<file path="config.mk">
export PLATFORM = sky130hd
export DESIGN_NAME = regfile_param_clr_flat
export DESIGN_NICKNAME = d
export VERILOG_FILES = /design/src/rtl/regfile_param_clr_if.sv /design/src/rtl/regfile_param_clr.sv /design/src/flat_wrapper.sv
export SDC_FILE = /design/constraint.sdc
export NUM_CORES = 2
export LEC_CHECK = 0
export ABC_AREA = 1
export CORE_MARGIN = 2
export CORE_UTILIZATION = 42
export CTS_BUF_LIST = sky130_fd_sc_hd__clkbuf_16
export DETAILED_ROUTE_END_ITERATION = 6
export PLACE_DENSITY_LB_ADDON = 0.12
export SYNTH_ARGS = -nofsm -noshare
export SYNTH_HDL_FRONTEND = slang
export SYNTH_SLANG_ARGS = --single-unit
</file>
<file path="constraint.sdc">
create_clock -name clk -period 3 [get_ports clk]
set_input_delay 0.3 -clock clk [delete_from_list [all_inputs] [get_ports clk]]
set_output_delay 0.3 -clock clk [all_outputs]
set_load 0.05 [all_outputs]
</file>
<file path="src/rtl/regfile_param_clr_if.sv">
`default_nettype none
// ============================================================================
// Module   : regfile_param_clr_if
// Brief    : Read/write/clear bus of the decode-stage register file.
// Revision : 1.0 - initial release
// ============================================================================
interface regfile_param_clr_if #(
  parameter int DATA_W = 32,
  parameter int ADDR_W = 5
);
  logic                  clr;
  logic                  busy;
  logic [ADDR_W-1:0]     ra1;
  logic [ADDR_W-1:0]     ra2;
  logic                  re;
  logic [DATA_W-1:0]     rd1;
  logic [DATA_W-1:0]     rd2;
  logic [ADDR_W-1:0]     wa;
  logic [DATA_W-1:0]     wd;
  logic                  we;
  logic [DATA_W/8-1:0]   wbe;

  modport master (
    output clr, ra1, ra2, re, wa, wd, we, wbe,
    input  busy, rd1, rd2
  );

  modport slave (
    input  clr, ra1, ra2, re, wa, wd, we, wbe,
    output busy, rd1, rd2
  );
endinterface
`default_nettype wire

</file>
<file path="src/rtl/regfile_param_clr.sv">
`default_nettype none
// ============================================================================
// Module   : regfile_param_clr
// Brief    : 2R/1W register file, byte enables, r0 = 0, optional bypass,
//            sequential clear engine after reset or on clr.
// Revision : 1.0 - initial release
// ============================================================================
module regfile_param_clr #(
  parameter int DATA_W = 32,
  parameter int ADDR_W = 5,
  parameter bit BYPASS = 1'b1
) (
  input  logic                 clk,
  input  logic                 rst_n,
  regfile_param_clr_if.slave   bus
);

  localparam int               NREG     = 1 << ADDR_W;
  localparam int               NBYTE    = DATA_W / 8;
  localparam logic [ADDR_W-1:0] PTR_LAST = '1;

  typedef enum logic [0:0] {
    S_IDLE  = 1'b0,
    S_CLEAR = 1'b1
  } state_e;

  state_e              state_q, state_d;
  logic [ADDR_W-1:0]   ptr_q, ptr_d;
  logic [DATA_W-1:0]   rf_q [NREG];

  logic                w_busy;
  logic                w_wr_en;
  logic [DATA_W-1:0]   w_wr_word;
  logic                w_fwd1, w_fwd2;

  function automatic logic [DATA_W-1:0] byte_merge(
    input logic [DATA_W-1:0] new_w,
    input logic [DATA_W-1:0] old_w,
    input logic [NBYTE-1:0]  be
  );
    logic [DATA_W-1:0] res;
    res = old_w;
    for (int i = 0; i < NBYTE; i++) begin
      if (be[i]) res[8*i +: 8] = new_w[8*i +: 8];
    end
    return res;
  endfunction

  always_ff @(posedge clk) begin
    if (!rst_n) begin
      state_q <= S_CLEAR;
      ptr_q   <= '0;
    end else begin
      state_q <= state_d;
      ptr_q   <= ptr_d;
    end
  end

  // A clr during the sweep only rewinds the pointer; the sweep itself continues.
  always_comb begin
    state_d = state_q;
    ptr_d   = ptr_q;
    case (state_q)
      S_CLEAR: begin
        if (bus.clr) begin
          ptr_d = '0;
        end else begin
          ptr_d = ptr_q + 1'b1;
          if (ptr_q == PTR_LAST) state_d = S_IDLE;
        end
      end
      default: begin
        if (bus.clr) begin
          state_d = S_CLEAR;
          ptr_d   = '0;
        end
      end
    endcase
  end

  assign w_busy    = (state_q == S_CLEAR);
  assign w_wr_en   = !w_busy && !bus.clr && bus.we && (bus.wa != '0);
  assign w_wr_word = byte_merge(bus.wd, rf_q[bus.wa], bus.wbe);

  // Storage has no reset: the sweep defines every entry before it is readable.
  always_ff @(posedge clk) begin
    if (rst_n) begin
      if (w_busy) begin
        rf_q[ptr_q] <= '0;
      end else if (w_wr_en) begin
        rf_q[bus.wa] <= w_wr_word;
      end
    end
  end

  generate
    if (BYPASS) begin : g_bypass
      assign w_fwd1 = bus.we && (bus.wa == bus.ra1);
      assign w_fwd2 = bus.we && (bus.wa == bus.ra2);
    end else begin : g_no_bypass
      assign w_fwd1 = 1'b0;
      assign w_fwd2 = 1'b0;
    end
  endgenerate

  always_comb begin
    bus.rd1 = '0;
    bus.rd2 = '0;
    if (bus.re && !w_busy) begin
      if (bus.ra1 != '0) bus.rd1 = w_fwd1 ? w_wr_word : rf_q[bus.ra1];
      if (bus.ra2 != '0) bus.rd2 = w_fwd2 ? w_wr_word : rf_q[bus.ra2];
    end
  end

  assign bus.busy = w_busy;

endmodule
`default_nettype wire

</file>
<file path="src/flat_wrapper.sv">
// flat-port wrapper written by rule: the top's interface ports become plain ports
module regfile_param_clr_flat 
#(
  parameter int DATA_W = 32,
  parameter int ADDR_W = 5,
  parameter bit BYPASS = 1'b1
)
  (clk, rst_n, bus_clr, bus_ra1, bus_ra2, bus_re, bus_wa, bus_wd, bus_we, bus_wbe, bus_busy, bus_rd1, bus_rd2);
  regfile_param_clr_if #(.DATA_W(DATA_W), .ADDR_W(ADDR_W)) bus_i ();
  input  logic clk;
  input  logic rst_n;
  input wire logic [$bits(bus_i.clr)-1:0] bus_clr;
  input wire logic [$bits(bus_i.ra1)-1:0] bus_ra1;
  input wire logic [$bits(bus_i.ra2)-1:0] bus_ra2;
  input wire logic [$bits(bus_i.re)-1:0] bus_re;
  input wire logic [$bits(bus_i.wa)-1:0] bus_wa;
  input wire logic [$bits(bus_i.wd)-1:0] bus_wd;
  input wire logic [$bits(bus_i.we)-1:0] bus_we;
  input wire logic [$bits(bus_i.wbe)-1:0] bus_wbe;
  output wire logic [$bits(bus_i.busy)-1:0] bus_busy;
  output wire logic [$bits(bus_i.rd1)-1:0] bus_rd1;
  output wire logic [$bits(bus_i.rd2)-1:0] bus_rd2;
  assign bus_i.clr = bus_clr;
  assign bus_i.ra1 = bus_ra1;
  assign bus_i.ra2 = bus_ra2;
  assign bus_i.re = bus_re;
  assign bus_i.wa = bus_wa;
  assign bus_i.wd = bus_wd;
  assign bus_i.we = bus_we;
  assign bus_i.wbe = bus_wbe;
  assign bus_busy = bus_i.busy;
  assign bus_rd1 = bus_i.rd1;
  assign bus_rd2 = bus_i.rd2;
  regfile_param_clr #(.DATA_W(DATA_W), .ADDR_W(ADDR_W), .BYPASS(BYPASS)) u_core (.clk(clk), .rst_n(rst_n), .bus(bus_i));
endmodule
</file>
==> run summary <==
========================================================================================
Outcome                                                                     finished clean
Least setup slack across all paths after layout                               0.02438 ns
Critical path data required time                                                 2.70 ns
Most used flip-flop cell after synthesis                                        edfxtp_1
Global router's overall resource usage                                            38.93%
Number of buffers added on ports                                                     120
Number of endpoints with negative hold slack in the final report                       0
Netlist area before placement                                                 65,360 µm²
Worst reg-to-reg path cell count                                                       9
Most frequently used cell type in the post-synthesis netlist                     nand2_1
Vias in the first global route                                                    63,510
Antenna violations before repair                                                       7
Die Height                                                                      398.5 µm
Class of the tightest hold or removal check                                 primary input to flip-flop
Async S/R FF share, synth                                                             0%
Worst endpoint data arrival time                                                 2.68 ns
Top cell type's share of synthesized area                                         47.04%
Number of buffers between clock root and the deepest sink                              3
DRC violation count after routing                                                      0
CTS Hold Bufs                                                                          0
Number of search-and-repair iterations in the first detailed-routing pass              7
Post-synth net total                                                               9,120
Total power divided by cell area                                            462.9 nW/µm²
Kind of end point of the critical path                                       output port
Mean Syn Cell Area                                                             7.213 µm²
Count of different cell masters after synthesis                                       30
Pins over their slew limit                                                             0
Clock Skew                                                                    0.03265 ns
First-pass GRT wire length                                                    448,100 µm
Sequential fraction of the synthesis area                                         47.23%
Startpoint type of the worst setup path                                     primary input
Starting density of the core                                                      42.38%
Highest clock rate                                                             336.1 MHz
Clock latency of the later-clocked register in the worst-skew pair               0.79 ns
Number of cells traversed by the worst hold path                                       2
Unrepaired setup endpoints after global routing                                    false
Total Power                                                                     36.28 mW
Count of flip-flops with a built-in enable after synthesis                         1,024
CTS H-tree depth                                                                       3
Worst slew margin                                                                 45.06%
Clock Sink Count                                                                   1,030
Share of final-layout standard cells stronger than drive strength 1               9.799%
I/O pin count                                                                        121
Final weighted congestion in routability-driven placement                         0.9425
Via-to-Cell Ratio                                                                  6.088
Setup slack after placement                                                   -0.3296 ns
Post-detailed-route wirelength per cell                                         28.13 µm
Floorplan core area                                                          154,200 µm²
Leakage power                                                                   33.18 nW
Most used standard cells in the synthesized netlist                         nand2_1, nand3_1, edfxtp_1, inv_1, nor2_1
Post-layout min period                                                          2.976 ns
Final net count                                                                    9,192
Number of DRC markers after the initial detailed-route iteration                  11,400
CTS buffer count                                                                     119
Total via count in the routed design                                              68,680
Total length of routed wires                                                  317,400 µm
Max FO, Critical Path                                                                 63
Flip-flop and latch count after synthesis                                          1,030
Worst vdd ir                                                                    453.9 µV
WS Path Type                                                                primary input to output port
Fill cell count                                                                   14,660
Final antenna-violating net count                                                      0
Ranking of synthesized cells by area                                        edfxtp_1, nand2_1, nand3_1
Number of rows created at floorplan                                                  144
Clock-pin transition on the worst setup and hold timing paths                    0.06 ns
Die Wd                                                                          398.5 µm
Yosys warning total                                                                    0
Cells after synthesis                                                              9,062
P&R area growth vs syn                                                            19.91%
Max-cap violation count                                                                0
Library cell used as clock root buffer                                         clkbuf_16
Slew at the pin closest to its max-slew limit                                  0.8241 ns
CTS tree                                                                            done
Die area                                                                     158,800 µm²
Total global routing overflow                                                          0
Area leader, netlist                                                            edfxtp_1
Pin count of the biggest net entering global routing                                 119
Final HPWL from detailed placement                                            195,600 µm
Ratio of final minimum period to clock period                                     99.19%
Number of setup violations in the final report                                         0
========================================================================================
repair_timing:
action / CTS / global route
gates resized for setup: 24 / 39
pin swaps: 0 / 6
buffers inserted: 0 / 0
setup endpoints to repair: 55 / 38
cloned: 0 / 1
critical path, stage by stage:
cell and delay, ns:
buf_8 0.15, nor2_4 0.47, buf_12 0.45, nand2_1 0.10, nand3_1 0.12, nand2_1 0.06
nand3_1 0.12, nand2_1 0.11, nand2_1 0.07, nand3_1 0.25, nand2_1 0.15, nor2_1 0.08
buf_12 0.15
layout by cell type, fill, tap and decap left out, drive strengths merged:
master	Yosys	final
clkdlybuf4s50	0	41
inv	913	943
nor2	605	605
xor2	3	3
clkinvlp	0	7
diode	0	2
nand4	3	3
nor4	1	1
nand3	2103	2103
clkbuf	264	123
buf	399	571
nand2	3140	3140
nor3	18	18
or2	1	1
bufinv	0	17
o211ai	183	183
a21oi	190	190
o21ai	199	199
ha	2	2
edfxtp	1024	1024
clkinv	2	50
dfxtp	6	6
o22ai	5	5
o31ai	1	1
through the flow:
| stage | hold slack, ns | utilization (%) | setup TNS, ns | instance area [µm²] | instances |
|---|---|---|---|---|---|
| final | 0.3078 | 50.82 | 0 | 78380 | 11280 |
| after CTS | 0.2310 | 50.70 | 0 | 78200 | 11280 |
| after global routing | 0.2698 | 50.82 | 0 | 78370 | 11280 |
| after detailed placement | 0.4881 | 48.06 | -76.80 | 74130 | 11060 |
| after floorplan | 0.4015 | - | -268.63 | 65380 | 9062 |
| after global placement | 0.4724 | 48.06 | -98.39 | 74130 | 11060 |
kinds of logic (layout without fill, tap and decap cells):
kind of cell	count (synthesis)	count (layout)	share of synthesized area, %
buffers and inverters	1578	1752	9.657
AOI/OAI and AO/OA	578	578	5.145
other	0	2	0
and+or+nand+nor	5871	5871	37.89
xor gates and xnor gates	3	3	0.04021
DFF	1030	1030	47.23
adders and majority gates	2	2	0.03828
final timing paths:
path,startpoint,end,slack [ns]
setup / recovery,bus_ra1[0],bus_rd1[5],0.02
hold / removal,bus_clr,u_core.ptr_q[1]$_SDFFE_PN0P_,0.31
setup reg to reg,u_core.bus.busy$_SDFF_PN1_,u_core.rf_q[28][13]$_DFFE_PP_,0.65
hold reg to reg,u_core.ptr_q[4]$_SDFFE_PN0P_,u_core.ptr_q[4]$_SDFFE_PN0P_,0.50
sequential cells by signal, summed over array words and instances, names as in the netlist:
name             cells
u_core.bus.busy      1
u_core.ptr_q         5
u_core.rf_q       1024
power by group:
part / internal [mW] / switching [mW]
combinational: 1.57 / 3.74
clock: 8.76 / 6.57
sequential: 15.6 / 0.0179
total: 26.0 / 10.3
final cells by class:
cell class / count / area, µm² / share of cell area [%]
Antenna cell: 2 / 5.005 / 0.006385
Clock buffer: 121 / 3028 / 3.863
Clock inverter: 102 / 980.9 / 1.252
Inverter: 915 / 3495 / 4.459
Multi-Input combinational cell: 6454 / 28800 / 36.74
Sequential cell: 1030 / 30870 / 39.39
Tap cell: 2044 / 2557 / 3.263
Timing Repair Buffer: 614 / 8647 / 11.03
routing by layer:
metal | part of all wire, % | vias to the layer above | track usage, %
li1 | - | 29890 | -
met1 | 37 | 32080 | 52.33
met2 | 42 | 5557 | 56.92
met3 | 15 | 1140 | 10.70
met4 | 6.3 | 12 | 20.85
met5 | 0.031 | - | 0
(Power assumes the default switching activity.)
